$ cat config.mk
export PLATFORM = sky130hd
export DESIGN_NAME = prog_loader
export DESIGN_NICKNAME = d
export VERILOG_FILES = /design/src/rtl/loader_pkg.sv /design/src/rtl/byte_packer.sv /design/src/rtl/prog_loader.sv
export SDC_FILE = /design/constraint.sdc
export NUM_CORES = 1
export LEC_CHECK = 0
export ABC_CLOCK_PERIOD_IN_PS = 2550
export BUFFER_PORTS_ARGS = -buffer_cell sky130_fd_sc_hd__buf_2
export CORE_MARGIN = 4
export CORE_UTILIZATION = 51
export CTS_CLUSTER_DIAMETER = 60
export CTS_CLUSTER_SIZE = 30
export DETAILED_ROUTE_END_ITERATION = 12
export HOLD_SLACK_MARGIN = 0.02
export PLACE_DENSITY_LB_ADDON = 0.3
export SYNTH_ARGS = -nofsm -noshare
export SYNTH_HDL_FRONTEND = slang
export SYNTH_SLANG_ARGS = --single-unit
$ cat constraint.sdc
create_clock -name clk -period 2.55 [get_ports clk]
set_clock_uncertainty 0.15 [all_clocks]
set_input_delay 0.255 -clock clk [delete_from_list [all_inputs] [get_ports clk]]
set_output_delay 0.255 -clock clk [all_outputs]
set_load 0.005 [all_outputs]
$ cat src/rtl/loader_pkg.sv
// Shared types and constants for the picoMIPS program loader.
// Imported by the loader FSM and its byte packer.
package loader_pkg;

  typedef enum logic [2:0] {
    IDLE,
    COUNT,
    DATA,
    CHECK,
    DONE,
    ERR
  } state_t;

  localparam logic [7:0] HEADER = 8'hA5;

  function automatic int bpw(input int isize);
    return isize / 8;
  endfunction

endpackage

$ cat src/rtl/byte_packer.sv
// Shifts bytes MSB-first into an Isize-bit word and flags the
// byte that completes it; word already includes the current byte.
module byte_packer
  import loader_pkg::*;
#(
  parameter int Isize = 24
) (
  input  logic             clk,
  input  logic             reset,
  input  logic             clr,
  input  logic             shift,
  input  logic [7:0]       din,
  output logic [Isize-1:0] word,
  output logic             word_full
);

  localparam int BPW = bpw(Isize);
  localparam int CW  = (BPW > 1) ? $clog2(BPW) : 1;

  logic [Isize-1:0] sreg;
  logic [CW-1:0]    cnt;
  logic [Isize+7:0] cat;

  assign cat       = {sreg, din};
  assign word      = cat[Isize-1:0];
  assign word_full = shift && (cnt == CW'(BPW - 1));

  always_ff @(posedge clk) begin
    if (!reset || clr) begin
      sreg <= '0;
      cnt  <= '0;
    end else if (shift) begin
      sreg <= word;
      cnt  <= word_full ? '0 : cnt + 1'b1;
    end
  end

endmodule

$ cat src/rtl/prog_loader.sv
// Framed byte-stream loader that writes picoMIPS program memory
// and holds the CPU in reset until a verified image is present.
module prog_loader
  import loader_pkg::*;
#(
  parameter int Psize = 6,
  parameter int Isize = 24
) (
  input  logic             clk,
  input  logic             reset,
  input  logic [7:0]       rx_data,
  input  logic             rx_valid,
  output logic             rx_ready,
  output logic             we,
  output logic [Psize-1:0] waddr,
  output logic [Isize-1:0] wdata,
  output logic             cpu_hold,
  output logic             done,
  output logic             error
);

  state_t           state, state_d;
  logic [Psize-1:0] last_idx, idx;
  logic [7:0]       sum, sum_d;
  logic             rdy_en, acc, hdr;
  logic             shift, clr;
  logic [Isize-1:0] word;
  logic             word_full;

  // The write cycle doubles as the per-word stall.
  assign rx_ready = rdy_en & ~we;
  assign acc      = rx_valid & rx_ready;
  assign hdr      = (rx_data == HEADER);
  assign sum_d    = sum + rx_data;
  assign cpu_hold = ~done;

  byte_packer #(.Isize(Isize)) u_packer (
    .clk      (clk),
    .reset    (reset),
    .clr      (clr),
    .shift    (shift),
    .din      (rx_data),
    .word     (word),
    .word_full(word_full)
  );

  always_comb begin
    state_d = state;
    shift   = 1'b0;
    clr     = 1'b0;
    if (acc) begin
      unique case (state)
        IDLE, DONE, ERR: if (hdr) state_d = COUNT;
        COUNT: begin
          clr     = 1'b1;
          state_d = DATA;
        end
        DATA: begin
          shift = 1'b1;
          if (word_full && idx == last_idx) state_d = CHECK;
        end
        CHECK: state_d = (sum_d == 8'd0) ? DONE : ERR;
        default: state_d = IDLE;
      endcase
    end
  end

  always_ff @(posedge clk) begin
    if (!reset) begin
      state    <= IDLE;
      rdy_en   <= 1'b0;
      we       <= 1'b0;
      waddr    <= '0;
      wdata    <= '0;
      done     <= 1'b0;
      error    <= 1'b0;
      last_idx <= '0;
      idx      <= '0;
      sum      <= '0;
    end else begin
      state  <= state_d;
      rdy_en <= 1'b1;
      we     <= 1'b0;
      if (acc) begin
        unique case (state)
          IDLE, DONE, ERR: begin
            if (hdr) begin
              sum   <= '0;
              done  <= 1'b0;
              error <= 1'b0;
            end
          end
          COUNT: begin
            last_idx <= rx_data[Psize-1:0];
            idx      <= '0;
            sum      <= sum_d;
          end
          DATA: begin
            sum <= sum_d;
            if (word_full) begin
              we    <= 1'b1;
              waddr <= idx;
              wdata <= word;
              // Hold at the last index so a full image never wraps.
              if (idx != last_idx) idx <= idx + 1'b1;
            end
          end
          CHECK: begin
            sum   <= sum_d;
            done  <= (sum_d == 8'd0);
            error <= (sum_d != 8'd0);
          end
          default: ;
        endcase
      end
    end
  end

endmodule

### Yosys cells after proc, flatten, opt, wreduce, memory -nomap -nowiden

Cells that the tools add are included.

| word-level totals | value |
|---|---|
| flip-flop bits (word level) | 75 |
| bits of input ports | 11 |

| operators by class | value |
|---|---|
| add/sub/neg operators | 3 |
| equality and inequality tests | 13 |
| mux-type cells | 19 |
| bitwise logic cells | 4 |
| reductions and logical operators | 19 |

Operator list:

| cell | count |
|---|---|
| $pmux W8 S2 | 1 |
| $reduce_and A3 Y1 | 5 |
| $mux W6 | 2 |
| $pmux W3 S4 | 1 |
| $pmux W6 S2 | 1 |
| $add A8 B8 Y8 | 1 |
| $eq A8 B8 Y1 const B | 1 |
| $logic_not A8 Y1 | 1 |
| $mux W1 | 8 |
| $mux W8 | 1 |
| $reduce_bool A8 Y1 | 1 |
| $add A6 B1 Y6 const B | 1 |
| $eq A3 B2 Y1 const B | 2 |
| $eq A3 B3 Y1 const B | 2 |
| $eq A6 B6 Y1 | 1 |
| $mux W3 | 2 |
| $ne A2 B2 Y1 const B | 3 |
| $ne A6 B6 Y1 | 1 |
| $reduce_bool A2 Y1 | 3 |
| $reduce_or A3 Y1 | 2 |
| $pmux W1 S2 | 2 |
| $reduce_and A4 Y1 | 1 |
| $eq A3 B1 Y1 const B | 1 |
| $logic_not A3 Y1 | 1 |
| other kinds (10) | 13 |

### Depth between registers and ports, before layout

| logic depth | value |
|---|---|
| word-level depth | 8 |
| gate-level depth with buffers | 8 |

### Cells and area by module

From an unflattened synthesis, not the netlist that was laid out.

| unflattened totals | value |
|---|---|
| cells, all modules | 380 |
| area, all modules | 3349.5 um^2 |

By module, submodules not included:

| module | times used | cells each | area an instance (um^2) | seq. area each (um^2) |
|---|---|---|---|---|
| prog_loader | 1 | 310 | 2632.5 | 1141.1 |
| byte_packer | 1 | 70 | 716.9 | 360.3 |

### Worst setup path after synthesis

No wires, ideal clock.

| timing | value |
|---|---|
| kind | register to register |
| start point | register sum[0] |
| end point | register done |
| arrival | 2.236 ns |
| required time | 2.331 ns |
| setup slack | 0.095 ns |
| cell stages (with the launch flop) | 9 |
| buffers on the path | 0 |
| cell sequence | dfxtp_1 -> ha_1 -> fa_1 -> a211o_1 -> a21o_1 -> a221oi_1 -> nand2_1 -> or4_1 -> o21ai_1 |

| on the way | value |
|---|---|
| word-level cells in the longest chain between the ends | 3 |

Ends and longest elaborated chain:

| item | RTL line | source |
|---|---|---|
| start, declared | prog_loader.sv:24 | `logic [7:0] sum, sum_d;` |
| start signal, assigned | prog_loader.sv:96 | `sum <= sum_d;` |
| start signal, assigned | prog_loader.sv:99 | `sum <= sum_d;` |
| start signal, assigned | prog_loader.sv:109 | `sum <= sum_d;` |
| $add A8 B8 Y8 | prog_loader.sv:34 | `assign sum_d = sum + rx_data;` |
| $logic_not A8 Y1 | prog_loader.sv:110 | `done <= (sum_d == 8'd0);` |
| $pmux W1 S2 | prog_loader.sv:85 | `unique case (state)` |
| end signal, assigned | prog_loader.sv:110 |  |
| end, declared | prog_loader.sv:18 | `output logic done,` |

No other way between the ends.
A chain may end at the register's enable or synchronous reset.

### Worst setup path in the final report

Ends and elaborated chain as after synthesis.

==> qor.csv <==
stage,metric,value,unit
synthesis,ys_ff_latch,75,
route,drc,0,
min_path,min_to,u_packer.sreg[7]$_SDFFE_PP0P_,
synthesis,netlist_area,3200,um^2
clock_network,cts_buffers,9,
floorplanning,die_w,87.2,um
pwr,total_leakage_power,1.54,nW
setup_path,reg2reg_depth,8,
sta,period_minus_slack,2.49,ns
global_route,grt_max_degree,49,
finish,final-seq-area,1500,um^2
global_route,grt_pass1_vias,2687,
sta,tns,0,ns
route,postRouteAntennaNets,0,
synthesis,avgSynthCellArea,8.26,um^2
placement,dp_slack,-0.134,ns
synthesis,synth-edff-count,0,
route,initialDrtViolationCount,230,
global_route,antenna_found_initial,0,
global_route,groute.usage.overall,20.5,%
synthesis,synth_cell_type_count,49,
pwr,irDropWorstVdd,0.363,mV
placement,place_area,3550,um^2
setup_path,r2r_end,done$_SDFFE_PN0P_,
synthesis,synth_ff_type,dfxtp_1,
sta,slew_headroom,58.4,%
placement,place_congestion,0.913,
min_path,worstHoldPathCells,3,
finish,n_fill_cell,532,
finish,antennaDiodeCount,0,
finish,area_growth,18.8,%
setup_path,cp_data_arrival_time,2.63,ns
run_status,status,completed,
synthesis,postSynthCellCount,387,
finish,multi_input_area,1610,um^2
placement,dpl.hpwl,5.09,mm
floorplanning,initial_core_util,53.4,%
floorplanning,core,5990,um^2
finish,fin_area,3800,um^2
min_path,holdCritStartpoint,rx_data[7],
synthesis,synth_common_cells,"102 x nand2_1, 75 x dfxtp_1, 55 x a21oi_1",
route,wire_per_inst,14.2,um
setup_path,r2r_start,sum[0]$_SDFFE_PN0P_,
synthesis,synth_warnings,0,
sta,final-hold-violation-count,0,
sta,setup_ws,0.0591,ns
clock_network,h-tree-depth,3,
synthesis,ys_seq_area_share,47.0,%
sta,setup_viol,0,
setup_path,end_kind,register,
floorplanning,ios,46,
placement,io_buffers,45,
finish,final_util,63.4,%
clock_network,cts_num_sinks,75,
synthesis,synthesis.nets,407,
setup_path,reg2reg_slack,0.06,ns
route,vias_per_cell,5.44,
synthesis,synth_most_common_cell,nand2_1,
sta,drv_slew,0,
min_path,hp-class,in2reg,
flow_run,drv_cap,0,
global_route,grt_pass1_wl,12.3,mm
setup_path,required,2.68,ns
floorplanning,rows,28,
route,vias,2825,
setup_path,cp-start-kind,register,
route,wirelength,7.38,mm
route,dr.pass1.iters,4,
pwr,fin_total_pwr,2.20,mW
clock_network,clk_pin_slew,0.08,ns
synthesis,netlist.area_leader.share,47.0,%
setup_path,critPathKind,reg2reg,
global_route,gr-total-overflow,0,
sta,hold_slack,0.0392,ns
sta,rsz0062_at_grt,yes,
pwr,power_density,580,nW/um^2
synthesis,async_flop_share,0,%
synthesis,synthTopCellsByArea,"dfxtp_1 47%, nand2_1 12%, a21oi_1 8.6%",
finish,nets,459,
floorplanning,dieArea,7600,um^2
clock_network,insertion_delay,0.35,ns
setup_path,crit_fanout,3,
sta,min_period_over_period,97.7,%
finish,drive_gt1_share,20.3,%
clock_network,cts-root-buf,clkbuf_8,
finish,finalNonFillerCells,519,
clock_network,cts_tree,built,
placement,dp_cells,501,
floorplanning,die_h,87.2,um
sta,tightest_slew,0.622,ns
clock_network,clockBufferDepth,2,
sta,fmax,401,MHz
synthesis,synth_area_leader_cell,dfxtp_1,
[worst max-delay path, cell delays in order, from the launching register on]
cell and delay, ns:
dfxtp_2 0.33, ha_2 0.18, fa_2 0.35, a211o_1 0.29, a21o_1 0.19, a221oi_2 0.23, nand2_1 0.12, or4_1 0.51
o21ai_1 0.09
[state kept, by name (all words and copies together), names as in the netlist, 2 cells and up]
| signal | count |
|---|---|
| idx | 6 |
| sum | 8 |
| u_packer.cnt | 2 |
| u_packer.sreg | 16 |
| waddr | 6 |
| wdata | 24 |
| last_idx | 6 |
| state | 3 |
[power breakdown]
part / leakage (nW) / internal (mW) / switching (mW)
logic: 0.836 / 0.0292 / 0.0553
registers: 0.605 / 1.17 / 0.000610
clock network: 0.102 / 0.469 / 0.477
total: 1.54 / 1.67 / 0.533
[cell type report]
type                            instances  share of cell area, %
Clock inverter                          7                   2.21
Tap cell                               75                   2.47
Inverter                                5                  0.494
Sequential cell                        75                   39.6
Multi-Input combinational cell        285                   42.4
Clock buffer                            9                   3.26
Timing Repair Buffer                   63                   9.55
[per-layer routing]
layer | global-route usage (%) | vias to the layer above | part of all wire (%)
li1 | - | 1417 | -
met1 | 25.1 | 1323 | 43
met2 | 34.6 | 79 | 50
met3 | 5.39 | 6 | 6.2
met4 | 7.39 | 0 | 0.76
met5 | 0 | - | 0
[placed cells by master, fill, tap and decap left out, drive strengths merged, types with 3 or more instances in the layout]
master / Yosys / routed
buf: 2 / 62
nand3: 4 / 4
nand2: 102 / 102
a21o: 3 / 3
a21oi: 55 / 55
xor2: 13 / 13
o31ai: 3 / 3
a22oi: 6 / 6
clkbuf: 20 / 9
inv: 5 / 8
nand2b: 4 / 4
dfxtp: 75 / 75
mux2i: 7 / 7
o21ai: 9 / 9
ha: 8 / 8
nor2b: 3 / 3
nor2: 29 / 29
nor3: 4 / 4
[worst max-delay path by stage]
stage                              startpoint                 to
after floorplan           sum[0]$_SDFFE_PN0P_  done$_SDFFE_PN0P_
after global routing      sum[0]$_SDFFE_PN0P_  done$_SDFFE_PN0P_
final                     sum[0]$_SDFFE_PN0P_  done$_SDFFE_PN0P_
after CTS                 sum[0]$_SDFFE_PN0P_  done$_SDFFE_PN0P_
after detailed placement           rx_data[0]  done$_SDFFE_PN0P_
after global placement             rx_data[0]  done$_SDFFE_PN0P_
[timing repair]
item	in CTS	in global routing
endpoints found under the hold margin	1	0
cloned	0	0
setup buffers	1	0
pin swaps	1	1
gates resized for setup	2	4
setup endpoints to repair	2	3
hold buffers	1	0
[cell families (layout without fill, tap and decap cells)]
kind of cell    after synthesis  count (layout)  synth area share (%)
xor+xnor                     15              15                  4.11
simple gates                161             161                  21.9
compound gates               93              93                  17.9
flops                        75              75                  47.0
fa+ha+maj                     9               9                  3.76
mux                           7               7                  2.19
buf+inv                      27              84                  3.21
(Power assumes the default switching activity.)
